$ cat config.mk
export PLATFORM = sky130hd
export DESIGN_NAME = bdemux_reg
export DESIGN_NICKNAME = d
export VERILOG_FILES = /design/src/rtl/bdemux_reg_pkg.sv /design/src/rtl/bdemux_reg_to_select.sv /design/src/rtl/bdemux_reg.sv
export SDC_FILE = /design/constraint.sdc
export NUM_CORES = 1
export LEC_CHECK = 0
export BUFFER_PORTS_ARGS = -buffer_cell sky130_fd_sc_hd__buf_4
export CELL_PAD_IN_SITES_DETAIL_PLACEMENT = 1
export CELL_PAD_IN_SITES_GLOBAL_PLACEMENT = 2
export CORE_MARGIN = 2
export CORE_UTILIZATION = 37
export CTS_CLUSTER_DIAMETER = 30
export CTS_CLUSTER_SIZE = 12
export DETAILED_ROUTE_END_ITERATION = 10
export PLACE_DENSITY = 0.75
export SLEW_MARGIN = 40
export SYNTH_ARGS = -nofsm -noshare
export SYNTH_HDL_FRONTEND = slang
export SYNTH_SLANG_ARGS = --single-unit
$ cat constraint.sdc
create_clock -name clock -period 3 [get_ports clock]
set_input_delay 0.3 -clock clock [delete_from_list [all_inputs] [get_ports clock]]
set_output_delay 0.3 -clock clock [all_outputs]
set_load 0.05 [all_outputs]
$ cat src/rtl/bdemux_reg_pkg.sv
// -----------------------------------------------------------------------------
// bdemux_reg_pkg
// Shared constants for the registered one-to-N demultiplexer.
//   MAX_COUNT      : largest supported number of consumers
//   MAX_INDEX_BITS : widest supported binary destination index
//   DROP_CNT_MAX   : saturation value of the discarded-beat counter
//   occ_t          : FIFO occupancy (0..2)
// The buffered entry layout is {idx[index_bits-1:0], data[width-1:0]}; it is
// declared as a packed struct inside bdemux_reg because its field widths
// follow that module's parameters.
// -----------------------------------------------------------------------------
package bdemux_reg_pkg;

  localparam int MAX_COUNT      = 16;
  localparam int MAX_INDEX_BITS = 4;

  localparam logic [7:0] DROP_CNT_MAX = 8'hFF;

  typedef logic [1:0] occ_t;
  localparam occ_t OCC_EMPTY = 2'd0;
  localparam occ_t OCC_FULL  = 2'd2;

endpackage

$ cat src/rtl/bdemux_reg_to_select.sv
// -----------------------------------------------------------------------------
// to_select
// Binary index to one-hot select decoder (inverse of to_index). Purely
// combinational. An index outside 0..select_bits-1 decodes to all zeros.
// Ports:
//   i_idx [index_bits-1:0]  binary index
//   o_sel [select_bits-1:0] one-hot select
// -----------------------------------------------------------------------------
module to_select #(
  parameter int index_bits  = 2,
  parameter int select_bits = 4
) (
  input  logic [index_bits-1:0]  i_idx,
  output logic [select_bits-1:0] o_sel
);

  always_comb begin
    // NOTE: every combinational output gets a default before any conditional
    // assignment so no path leaves it unassigned (which would infer a latch).
    o_sel = '0;
    for (int k = 0; k < select_bits; k++) begin
      o_sel[k] = (32'(i_idx) == 32'(k));
    end
  end

endmodule

$ cat src/rtl/bdemux_reg.sv
// -----------------------------------------------------------------------------
// bdemux_reg
// Registered one-to-N demultiplexer. A (binary index, data) beat from one
// producer is buffered in a 2-entry FIFO; the head beat is presented to exactly
// one of `count` consumers via a one-hot valid vector. Beats addressed to a
// non-existent consumer are accepted and discarded, and are recorded in a
// sticky error flag and a saturating counter.
// Ports:
//   clock, reset           rising-edge clock, synchronous active-high reset
//   in_valid/in_ready      producer handshake
//   in_idx, in_data        destination index and payload
//   out_valid[count-1:0]   one-hot valid of the head beat
//   out_ready[count-1:0]   per-consumer accept (only the head's bit matters)
//   out_data               head payload, shared by all consumers
//   drop_err               sticky: an out-of-range beat was discarded
//   drop_cnt[7:0]          saturating count of discarded beats
// -----------------------------------------------------------------------------
module bdemux_reg
  import bdemux_reg_pkg::*;
#(
  parameter int count      = 4,
  parameter int width      = 32,
  parameter int index_bits = 2
) (
  input  logic                  clock,
  input  logic                  reset,
  input  logic                  in_valid,
  output logic                  in_ready,
  input  logic [index_bits-1:0] in_idx,
  input  logic [width-1:0]      in_data,
  output logic [count-1:0]      out_valid,
  input  logic [count-1:0]      out_ready,
  output logic [width-1:0]      out_data,
  output logic                  drop_err,
  output logic [7:0]            drop_cnt
);

  typedef struct packed {
    logic [index_bits-1:0] idx;
    logic [width-1:0]      data;
  } entry_t;

  // Clamping keeps the limit representable in the widened compare below.
  localparam int               COUNT_LIMIT = (count < MAX_COUNT) ? count : MAX_COUNT;
  localparam logic [MAX_INDEX_BITS:0] COUNT_EXT = (MAX_INDEX_BITS + 1)'(COUNT_LIMIT);

  entry_t           r_mem [2];
  logic             r_wptr;
  logic             r_rptr;
  occ_t             r_occ;
  logic [width-1:0] r_last;
  logic             r_drop_err;
  logic [7:0]       r_drop_cnt;

  logic [MAX_INDEX_BITS:0] w_idx_ext;
  logic                    w_accept;
  logic                    w_legal;
  logic                    w_push;
  logic                    w_drop;
  logic                    w_pop;
  logic                    w_not_empty;
  entry_t                  w_head;
  logic [count-1:0]        w_sel;

  // Ready depends only on registered occupancy, never on out_ready/in_valid.
  assign in_ready    = (r_occ != OCC_FULL);
  assign w_accept    = in_valid & in_ready;
  assign w_idx_ext   = (MAX_INDEX_BITS + 1)'(in_idx);
  assign w_legal     = (w_idx_ext < COUNT_EXT);
  assign w_push      = w_accept & w_legal;
  assign w_drop      = w_accept & ~w_legal;

  assign w_not_empty = (r_occ != OCC_EMPTY);
  assign w_head      = r_mem[r_rptr];

  to_select #(
    .index_bits  (index_bits),
    .select_bits (count)
  ) u_to_select (
    .i_idx (w_head.idx),
    .o_sel (w_sel)
  );

  // Only legal indices are stored, so a non-empty FIFO always decodes to
  // exactly one bit; masking by out_valid ignores ready from other consumers.
  assign out_valid = w_not_empty ? w_sel : '0;
  assign w_pop     = |(out_valid & out_ready);

  // When empty, out_data keeps showing the last popped payload.
  assign out_data  = w_not_empty ? w_head.data : r_last;

  assign drop_err  = r_drop_err;
  assign drop_cnt  = r_drop_cnt;

  // NOTE: the payload storage is not reset; occupancy gates every read of it,
  // so clearing it would only add reset fan-out without changing behaviour.
  always_ff @(posedge clock) begin
    if (w_push) begin
      r_mem[r_wptr] <= '{idx: in_idx, data: in_data};
    end
  end

  // NOTE: sequential state uses non-blocking assignments so every register
  // samples pre-edge values regardless of statement order.
  always_ff @(posedge clock) begin
    if (reset) begin
      r_wptr     <= 1'b0;
      r_rptr     <= 1'b0;
      r_occ      <= OCC_EMPTY;
      r_last     <= '0;
      r_drop_err <= 1'b0;
      r_drop_cnt <= '0;
    end else begin
      if (w_push) begin
        r_wptr <= ~r_wptr;
      end
      if (w_pop) begin
        r_rptr <= ~r_rptr;
        r_last <= w_head.data;
      end
      // Pop needs a non-empty FIFO and push a non-full one, so this never
      // leaves 0..2.
      r_occ <= r_occ + occ_t'(w_push) - occ_t'(w_pop);
      if (w_drop) begin
        r_drop_err <= 1'b1;
        if (r_drop_cnt != DROP_CNT_MAX) begin
          r_drop_cnt <= r_drop_cnt + 8'd1;
        end
      end
    end
  end

endmodule

==> summary.md, run 1 <==
| Metric | Value |
|---|---|
| Share of cells above drive strength 1 | 33.7% |
| Root Driver | clkbuf_16 |
| Synth unique cells | 30 |
| Rel. slew slack | 58.9% |
| Fillers | 1233 |
| CP Class | reg -> reg |
| Hold_ws | 0.137 ns |
| FP Rows | 39 |
| Drt pass-1 iters | 4 |
| CTS sink cnt | 105 |
| Startpoint types | flip-flop |
| Buffers on Ports | 77 |
| Bufs on Longest Clock Path | 2 |
| Reg2reg end | r_occ[1] |
| DRC errors left | 0 |
| Final ANT Viol Nets | 0 |
| Worst EP required | 3.23 ns |
| Max-slew violation count | 0 |
| Initial antenna violation count | 0 |
| Buf/Inv on CP | 0 |
| # diodes | 0 |
| Clk_skew | 0.00520 ns |
| Vias in the first global route | 2995 |
| Area growth syn-to-layout | 22.8% |
| Hold-fix buffers at CTS | 0 |
| Worst hold path startpoint | in_data[25] |
| Die height | 113 um |
| Slew at the pin with the worst max-slew slack | 0.604 ns |
| DR vias/cell | 5.08 |
| CTS tree | done |
| Hold depth | 1 |
| Yosys warns | 0 |
| Total of max-cap violations | 0 |
| Clock Latency Late Sink | 0.34 ns |
| Final HPWL DP | 6150 um |
| Die ar. | 12800 um^2 |
| Worst-path clk slew | 0.07 ns |
| Proportion of synthesized area in mux cells | 9.62% |
| Crit share post-route | 86.5% |
| CP max-delay cell | mux2i_4 |
| Compound-gate portion of the synthesized area | 17.0% |
| Post-CTS Resized | 0 |
| Drt wl/cell | 17.2 um |
| #FFs+latches synth | 105 |
| Final Net Count | 452 |
| Simple-gate area share of the yosys netlist | 5.74% |
| GRT Residual Overflow | 0 |
| Critical Path End Type | flip-flop |
| Status | finished clean |
| Setup TNS | 0 ns |
| All-Layer GR Usage | 15.7% |
| Post-Route WL | 9620 um |
| Worst Hold End | r_mem[1][25] |
| Via Count | 2832 |
| Syn avg cell area | 13.0 um^2 |
| Total CTS buffers | 9 |
| Unrepaired setup endpoints after global routing | false |
| Worst R2R Path Depth | 7 |
| Starting Density | 38.2% |
| H-tree levels | 3 |
| Largest family of logic cells by synthesized area | compound AO/OA/AOI/OAI gates |
| R2R setup slack | 0.41 ns |
| Register Area | 2780 um^2 |
| CP max stage delay | 0.65 ns |
| Gate Count Post-Synth | 341 |
| CP top delay family | multiplexers |
| Worst EP arrival | 2.83 ns |
| Routability cong. | 0.703 |
| Die Span X | 113 um |
| Floorplan core area | 11600 um^2 |
| Xor/xnor cell area share of the yosys netlist | 0.198% |
| CP cell instances | mux2i_2 > mux2i_4 > and3_1 > nor3_1 > ha_1 > nor2b_1 > mux2_1 |
| Tmin final | 2.59 ns |
| Post-CTS setup buffer count | 0 |
| Final hold violations | 0 |
| Area of the multi-input gates | 1510 um^2 |
| Setup violations, final | 0 |
| Post-synthesis sequential area ratio | 62.9% |
| First-pass GRT wire length | 15600 um |
| Io pins | 87 |
| DRT iter0 DRCs | 131 |
| Highest clock rate | 385 MHz |
| Largest net degree at the start of global routing | 46 |
| Post-Synth Adder-Cell Area | 0.283% |
| Hold Crit Class | in -> reg |
| Post-Synthesis Cell Area | 4420 um^2 |
| Critical path fanouts, max | 18 |
==> state kept, by name (all words and copies together) (netlist names), named ones only <==
register,cells
r_rptr,1
r_wptr,1
r_occ,2
r_mem,68
r_last,32
==> through the flow <==
stage	utilization, %	setup WS, ns	area, um^2	std cells
floorplan	-	0.0905	4450	349
global placement	44.4	0.490	5130	542
detailed placement	44.4	0.389	5140	542
CTS	47.0	0.390	5430	558
global route	47.0	0.246	5430	558
finish	47.0	0.406	5430	558
==> cell usage in the layout, fill, tap and decap left out, types with 2 or more instances in the layout <==
master and instances:
buf_4 81, edfxtp_1 68, a21oi_1 66, nor2_1 38, dfxtp_1 36, mux2i_1 34, a211oi_2 31, conb_1 9
clkbuf_16 9, nand2_1 4, and3_1 3, nor2b_1 3, a211oi_1 3, clkinv_2 3, buf_12 3, mux2i_4 2
nor3_1 2, nand2b_1 2, nor2_4 2
==> cell families after synthesis <==
family | Yosys count
compound gates | 102
xor+xnor | 1
fa+ha+maj | 1
buf+inv | 34
flops | 105
mux | 39
other cells | 1
simple gates | 58
==> worst max-delay path by stage <==
| stage | cells past startpoint | to | start |
|---|---|---|---|
| after floorplan | 3 | r_mem[0][0] | r_occ[0] |
| after global placement | 7 | r_occ[1] | flip-flop |
| after detailed placement | 7 | r_occ[1] | flip-flop |
| after CTS | 7 | r_occ[1] | flip-flop |
| after global routing | 8 | r_occ[1] | flip-flop |
| final | 7 | r_occ[1] | flip-flop |
==> worst register-to-register path, delay by kind of cell, from the launching register on <==
kind,cells,cell delay [ns]
mux,3,1.48
simple gates,3,0.41
flops,1,0.40
fa+ha+maj,1,0.19
==> layer usage <==
layer,track usage [%],routed length [um]
met1,21.4,4530
met2,24.6,4530
met3,3.05,396
met4,6.83,174
met5,0,0
==> final cells by class <==
cell class | count | area share, %
Multi-Input combinational cell | 210 | 27.7
Clock buffer | 9 | 4.15
Tap cell | 143 | 3.29
Sequential cell | 105 | 51.2
Clock inverter | 7 | 1.29
Timing Repair Buffer | 84 | 12.3
==> synth_stat cells (all sizes together) <==
master	instances	share of area, %
edfxtp	68	46
mux2i	37	9.0
buf	17	2.7
o21ai	1	0.11
nor3	2	0.23
a21oi	66	7.5
dfxtp	37	17
ha	1	0.28
nor3b	1	0.17
or2	1	0.14
and3	4	0.57
mux2	2	0.59
nor2b	3	0.42
conb	1	0.085
or3	1	0.14
nand2b	2	0.28
clkbuf	17	1.4
nand2	4	0.34
xor2	1	0.20
a211oi	34	9.3
nor2	40	3.5
o22ai	1	0.14
Power of run 1 is not shown: default switching activity piles up to over one toggle a cycle in this logic, so the estimate is an artifact.
==> run 2, diff against run 1 <==
CORE_UTILIZATION = 38   (was 37)
CTS_BUF_LIST = sky130_fd_sc_hd__clkbuf_4 sky130_fd_sc_hd__clkbuf_8   (was unset)
PLACE_DENSITY = 0.77   (was 0.75)
==> summary.md, run 2 (synthesis results as in run 1) <==
| Metric | Value |
|---|---|
| Status | finished clean (unchanged) |
| Area growth syn-to-layout | 20.2% (was 22.8%) |
| Floorplan core area | 11400 um^2 (was 11600 um^2) |
| Drt pass-1 iters | 4 (unchanged) |
| Max FFs per register | 68 (unchanged) |
| Drt wl/cell | 17.2 um (about the same) |
| Setup violations, final | 0 (unchanged) |
| Die Span X | 112 um (was 113 um) |
| FP Rows | 39 (unchanged) |
| H-tree levels | 3 (unchanged) |
| Share of cells above drive strength 1 | 33.5% (was 33.7%) |
| DR vias/cell | 5.12 (was 5.08) |
| Setup TNS | 0 ns (unchanged) |
| Post-CTS setup buffer count | 0 (unchanged) |
| Worst EP required | 3.25 ns (was 3.23 ns) |
| Unrepaired setup endpoints after global routing | false (unchanged) |
| Clk_skew | 0.0120 ns (was 0.00520 ns) |
| CTS tree | done (unchanged) |
| Final hold violations | 0 (unchanged) |
| Vias in the first global route | 2974 (was 2995) |
| Commonest cells after routing, fill and taps aside | 82 x buf_4, 68 x edfxtp_1, 66 x a21oi_1 (was 81 x buf_4, 68 x edfxtp_1, 66 x a21oi_1) |
| Clock Latency Late Sink | 0.37 ns (was 0.34 ns) |
| CP most frequent cell | mux2i_4 |
| Final ANT Viol Nets | 0 (unchanged) |
| Top Layer Used | met4 (unchanged) |
| Rel. slew slack | 59.7% (was 58.9%) |
| DRC errors left | 0 (unchanged) |
| Crit share post-route | 89.1% (was 86.5%) |
| DRT iter0 DRCs | 73 (was 131) |
| CP cell instances | mux2i_4 > mux2i_1 > mux2i_4 > buf_4 > a211oi_1 > nor3_1 > ha_1 > nor2b_1 > mux2_1 (was mux2i_2 > mux2i_4 > and3_1 > nor3_1 > ha_1 > nor2b_1 > mux2_1) |
| Largest net degree at the start of global routing | 61 (was 46) |
| Commonest non-fill, non-tap cell in the layout | buf_4 (unchanged) |
| Bufs on Longest Clock Path | 2 (unchanged) |
| Wl on met1 | 4270 um (was 4530 um) |
| Slew at the pin with the worst max-slew slack | 0.604 ns (about the same) |
| CTS sink cnt | 105 (unchanged) |
| Largest regs | r_mem x68, r_last x32, r_occ x2 (unchanged) |
| GRT Residual Overflow | 0 (unchanged) |
| Post-CTS Resized | 0 (unchanged) |
| Highest clock rate | 374 MHz (was 385 MHz) |
| Placed cell areas | 5120 um^2 (was 5140 um^2) |
| Via Count | 2856 (was 2832) |
| Met2 wire len | 4770 um (was 4530 um) |
| Met3 routed WL | 394 um (was 396 um) |
| CP max-delay cell | mux2i_1 (was mux2i_4) |
| Critical Path End Type | flip-flop (unchanged) |
| Starting Density | 38.9% (was 38.2%) |
| Root Driver | clkbuf_8 (was clkbuf_16) |
| Inst Count DP | 542 (unchanged) |
| Max-slew violation count | 0 (unchanged) |
| Io pins | 87 (unchanged) |
| Die ar. | 12500 um^2 (was 12800 um^2) |
| Worst EP arrival | 2.92 ns (was 2.83 ns) |
| Hold Crit Class | in -> reg (unchanged) |
| CP max stage delay | 0.44 ns (was 0.65 ns) |
| Total CTS buffers | 9 (unchanged) |
| Worst-path clk slew | 0.10 ns (was 0.07 ns) |
| First-pass GRT wire length | 15400 um (was 15600 um) |
| Die height | 112 um (was 113 um) |
| Post-route cell area | 5320 um^2 (was 5430 um^2) |
| Most flops, register | r_mem (unchanged) |
| Total of max-cap violations | 0 (unchanged) |
| Initial antenna violation count | 0 (unchanged) |
| Buffers on Ports | 77 (unchanged) |
| Hold-fix buffers at CTS | 0 (unchanged) |
| Critical path fanouts, max | 13 (was 18) |
| # diodes | 0 (unchanged) |
| Startpoint types | flip-flop (unchanged) |
| Post-Route WL | 9580 um (was 9620 um) |
| Tmin final | 2.67 ns (was 2.59 ns) |
| Final HPWL DP | 5990 um (was 6150 um) |
| CP Class | reg -> reg (unchanged) |
| Final Net Count | 452 (unchanged) |
| All-Layer GR Usage | 15.7% (about the same) |
| Routability cong. | 0.671 (was 0.703) |
| Non-filler cells, final | 558 (unchanged) |
==> run 2: final cells by class <==
class,instances,area [um^2]
Fill cell,1208,6050
Sequential cell,105,2780
Multi-Input combinational cell,210,1510
Timing Repair Buffer,84,656
Tap cell,143,179
Clock buffer,10,131
Clock inverter,6,58.8
==> run 2: critical path, delay by kind of cell, from the launching register on <==
family                     cells  cell delay (ns)
muxes                          4             1.24
DFF                            1             0.40
AOI/OAI and AO/OA              1             0.26
and+or+nand+nor                2             0.24
buffers and inverters          1             0.21
adders and majority gates      1             0.20
==> run 2: worst paths after layout <==
| check | startpoint | cells after the start | endpoint | slack [ns] |
|---|---|---|---|---|
| setup / recovery | flip-flop | 9 | r_occ[1] | 0.33 |
| setup reg to reg | flip-flop | 9 | r_occ[1] | 0.33 |
| hold / removal | in_data[0] | 1 | r_mem[0][0] | 0.11 |
| hold reg to reg | r_rptr | 2 | flip-flop | 0.51 |
==> run 2: routing by layer <==
layer / up-vias / global-route usage [%]
met2: 58 / 26.7
met3: 11 / 3.76
met5: - / 0
met1: 1401 / 19.7
met4: 0 / 5.43
li1: 1386 / -
==> run 2: per-stage QoR <==
| stage | util [%] | hold slack, ns | worst slack (ns) |
|---|---|---|---|
| floorplan | - | 0.399 | 0.0905 |
| global placement | 45.0 | 0.485 | 0.507 |
| CTS | 46.7 | 0.0890 | 0.328 |
| global route | 46.7 | 0.0843 | 0.161 |
| finish | 46.7 | 0.110 | 0.328 |
| detailed placement | 45.1 | 0.487 | 0.355 |
Power of run 2 is left out for the same reason.
==> run 3, diff against run 2 <==
CORE_UTILIZATION = 41   (was 38)
PLACE_DENSITY = 0.83   (was 0.77)
clock period = 3.2 ns   (was 3 ns; I/O delays follow)
==> summary.md, run 3 (synthesis results as in run 1) <==
| Metric | Value |
|---|---|
| Rel. slew slack | 57.7% (was 59.7%) |
| Setup violations, final | 0 (unchanged) |
| CP top delay family | simple AND/OR/NAND/NOR gates (was multiplexers) |
| Final hold violations | 0 (unchanged) |
| Hold Crit Class | in -> reg (unchanged) |
| Routability cong. | 0.727 (was 0.671) |
| Largest regs | r_mem x68, r_last x32, r_occ x2 (unchanged) |
| Max FFs per register | 68 (unchanged) |
| Post-CTS setup buffer count | 0 (unchanged) |
| Worst EP required | 2.88 ns (was 3.25 ns) |
| Bufs on Longest Clock Path | 2 (unchanged) |
| FP Rows | 37 (was 39) |
| GRT Residual Overflow | 0 (unchanged) |
| Most flops, register | r_mem (unchanged) |
| CP cell instances | or2_4 > buf_12 > nor2_1 > a21oi_1 > buf_4 (was mux2i_4 > mux2i_1 > mux2i_4 > buf_4 > a211oi_1 > nor3_1 > ha_1 > nor2b_1 > mux2_1) |
| # diodes | 0 (unchanged) |
| Worst-path clk slew | 0.10 ns (about the same) |
| Clk_skew | 0.00688 ns (was 0.0120 ns) |
| Status | finished clean (unchanged) |
| Clock Latency Late Sink | 0.36 ns (was 0.37 ns) |
| First-pass GRT wire length | 15800 um (was 15400 um) |
| Final HPWL DP | 5940 um (was 5990 um) |
| Post-CTS Resized | 0 (unchanged) |
| Buffers on Ports | 77 (unchanged) |
| All-Layer GR Usage | 17.7% (was 15.7%) |
| H-tree levels | 3 (unchanged) |
| DRC errors left | 0 (unchanged) |
| Unrepaired setup endpoints after global routing | false (unchanged) |
| Max-slew violation count | 0 (unchanged) |
| DR vias/cell | 5.19 (was 5.12) |
| Slew at the pin with the worst max-slew slack | 0.634 ns (was 0.604 ns) |
| Initial antenna violation count | 0 (unchanged) |
| Final ANT Viol Nets | 0 (unchanged) |
| Die ar. | 11600 um^2 (was 12500 um^2) |
| Critical path fanouts, max | 66 (was 13) |
| Floorplan core area | 10400 um^2 (was 11400 um^2) |
| Drt pass-1 iters | 5 (was 4) |
| Hold-fix buffers at CTS | 0 (unchanged) |
| Share of cells above drive strength 1 | 33.3% (was 33.5%) |
| Buf/Inv on CP | 2 (was 1) |
| Vias in the first global route | 3101 (was 2974) |
| Commonest cells after routing, fill and taps aside | 81 x buf_4, 68 x edfxtp_1, 66 x a21oi_1 (was 82 x buf_4, 68 x edfxtp_1, 66 x a21oi_1) |
| Highest clock rate | 403 MHz |
| CP max-delay cell | dfxtp_1 (was mux2i_1) |
| Starting Density | 42.5% (was 38.9%) |
| DRT iter0 DRCs | 79 (was 73) |
| Post-Route WL | 9510 um (was 9580 um) |
| Startpoint types | flip-flop (unchanged) |
| Largest net degree at the start of global routing | 67 (was 61) |
| CP max stage delay | 0.51 ns (was 0.44 ns) |
| Total of max-cap violations | 0 (unchanged) |
| Worst EP arrival | 2.16 ns (was 2.92 ns) |
| Critical Path End Type | output pin (was flip-flop) |
| CP Class | reg -> out (was reg -> reg) |
| Via Count | 2856 (unchanged) |
| Final Net Count | 451 (was 452) |
| Crit share post-route | 77.5% |
| Drt wl/cell | 17.3 um (was 17.2 um) |
| Total CTS buffers | 9 (unchanged) |
| Root Driver | clkbuf_8 (unchanged) |
| Die Span X | 108 um (was 112 um) |
| Die height | 108 um (was 112 um) |
| Area growth syn-to-layout | 20.9% (was 20.2%) |
| Tmin final | 2.48 ns |
| CTS tree | done (unchanged) |
| Setup TNS | 0 ns (unchanged) |
| Commonest non-fill, non-tap cell in the layout | buf_4 (unchanged) |
| Io pins | 87 (unchanged) |
| CTS sink cnt | 105 (unchanged) |
==> run 3: path summary, 6_finish.rpt <==
path	startpoint	endpoint	slack [ns]	depth (start not counted)
worst max-delay path	r_occ[1]	out_data[1]	0.72	5
worst min-delay path	in_data[27]	r_mem[0][27]	0.13	1
worst max register to register	flip-flop	r_occ[1]	0.73	8
worst min register to register	r_rptr	flip-flop	0.52	2
==> run 3: area by class of cell <==
type | count | area [um^2]
clock buffer | 9 | 124
clock inverter | 7 | 116
fill | 1083 | 5070
multi-input combinational | 210 | 1510
sequential | 105 | 2780
tap | 136 | 170
timing repair buffer | 83 | 648
==> run 3: layer usage <==
layer  vias up  GRT usage (%)  share of wire [%]
li1       1380              -                  -
met3         9           4.30                4.3
met2        56           30.6                 51
met1      1411           21.7                 43
met5         -              0                  0
met4         0           6.04                1.2
==> run 3: through the flow <==
stage	std cells	worst slack (ns)	hold WS, ns	area (um^2)	util, %
global route	550	0.566	0.109	5350	51.4
floorplan	349	0.291	0.419	4450	-
finish	550	0.721	0.131	5350	51.4
detailed placement	534	0.772	0.508	5110	49.0
CTS	550	0.681	0.108	5350	51.4
global placement	534	0.893	0.496	5100	49.0
Power of run 3 is left out for the same reason.
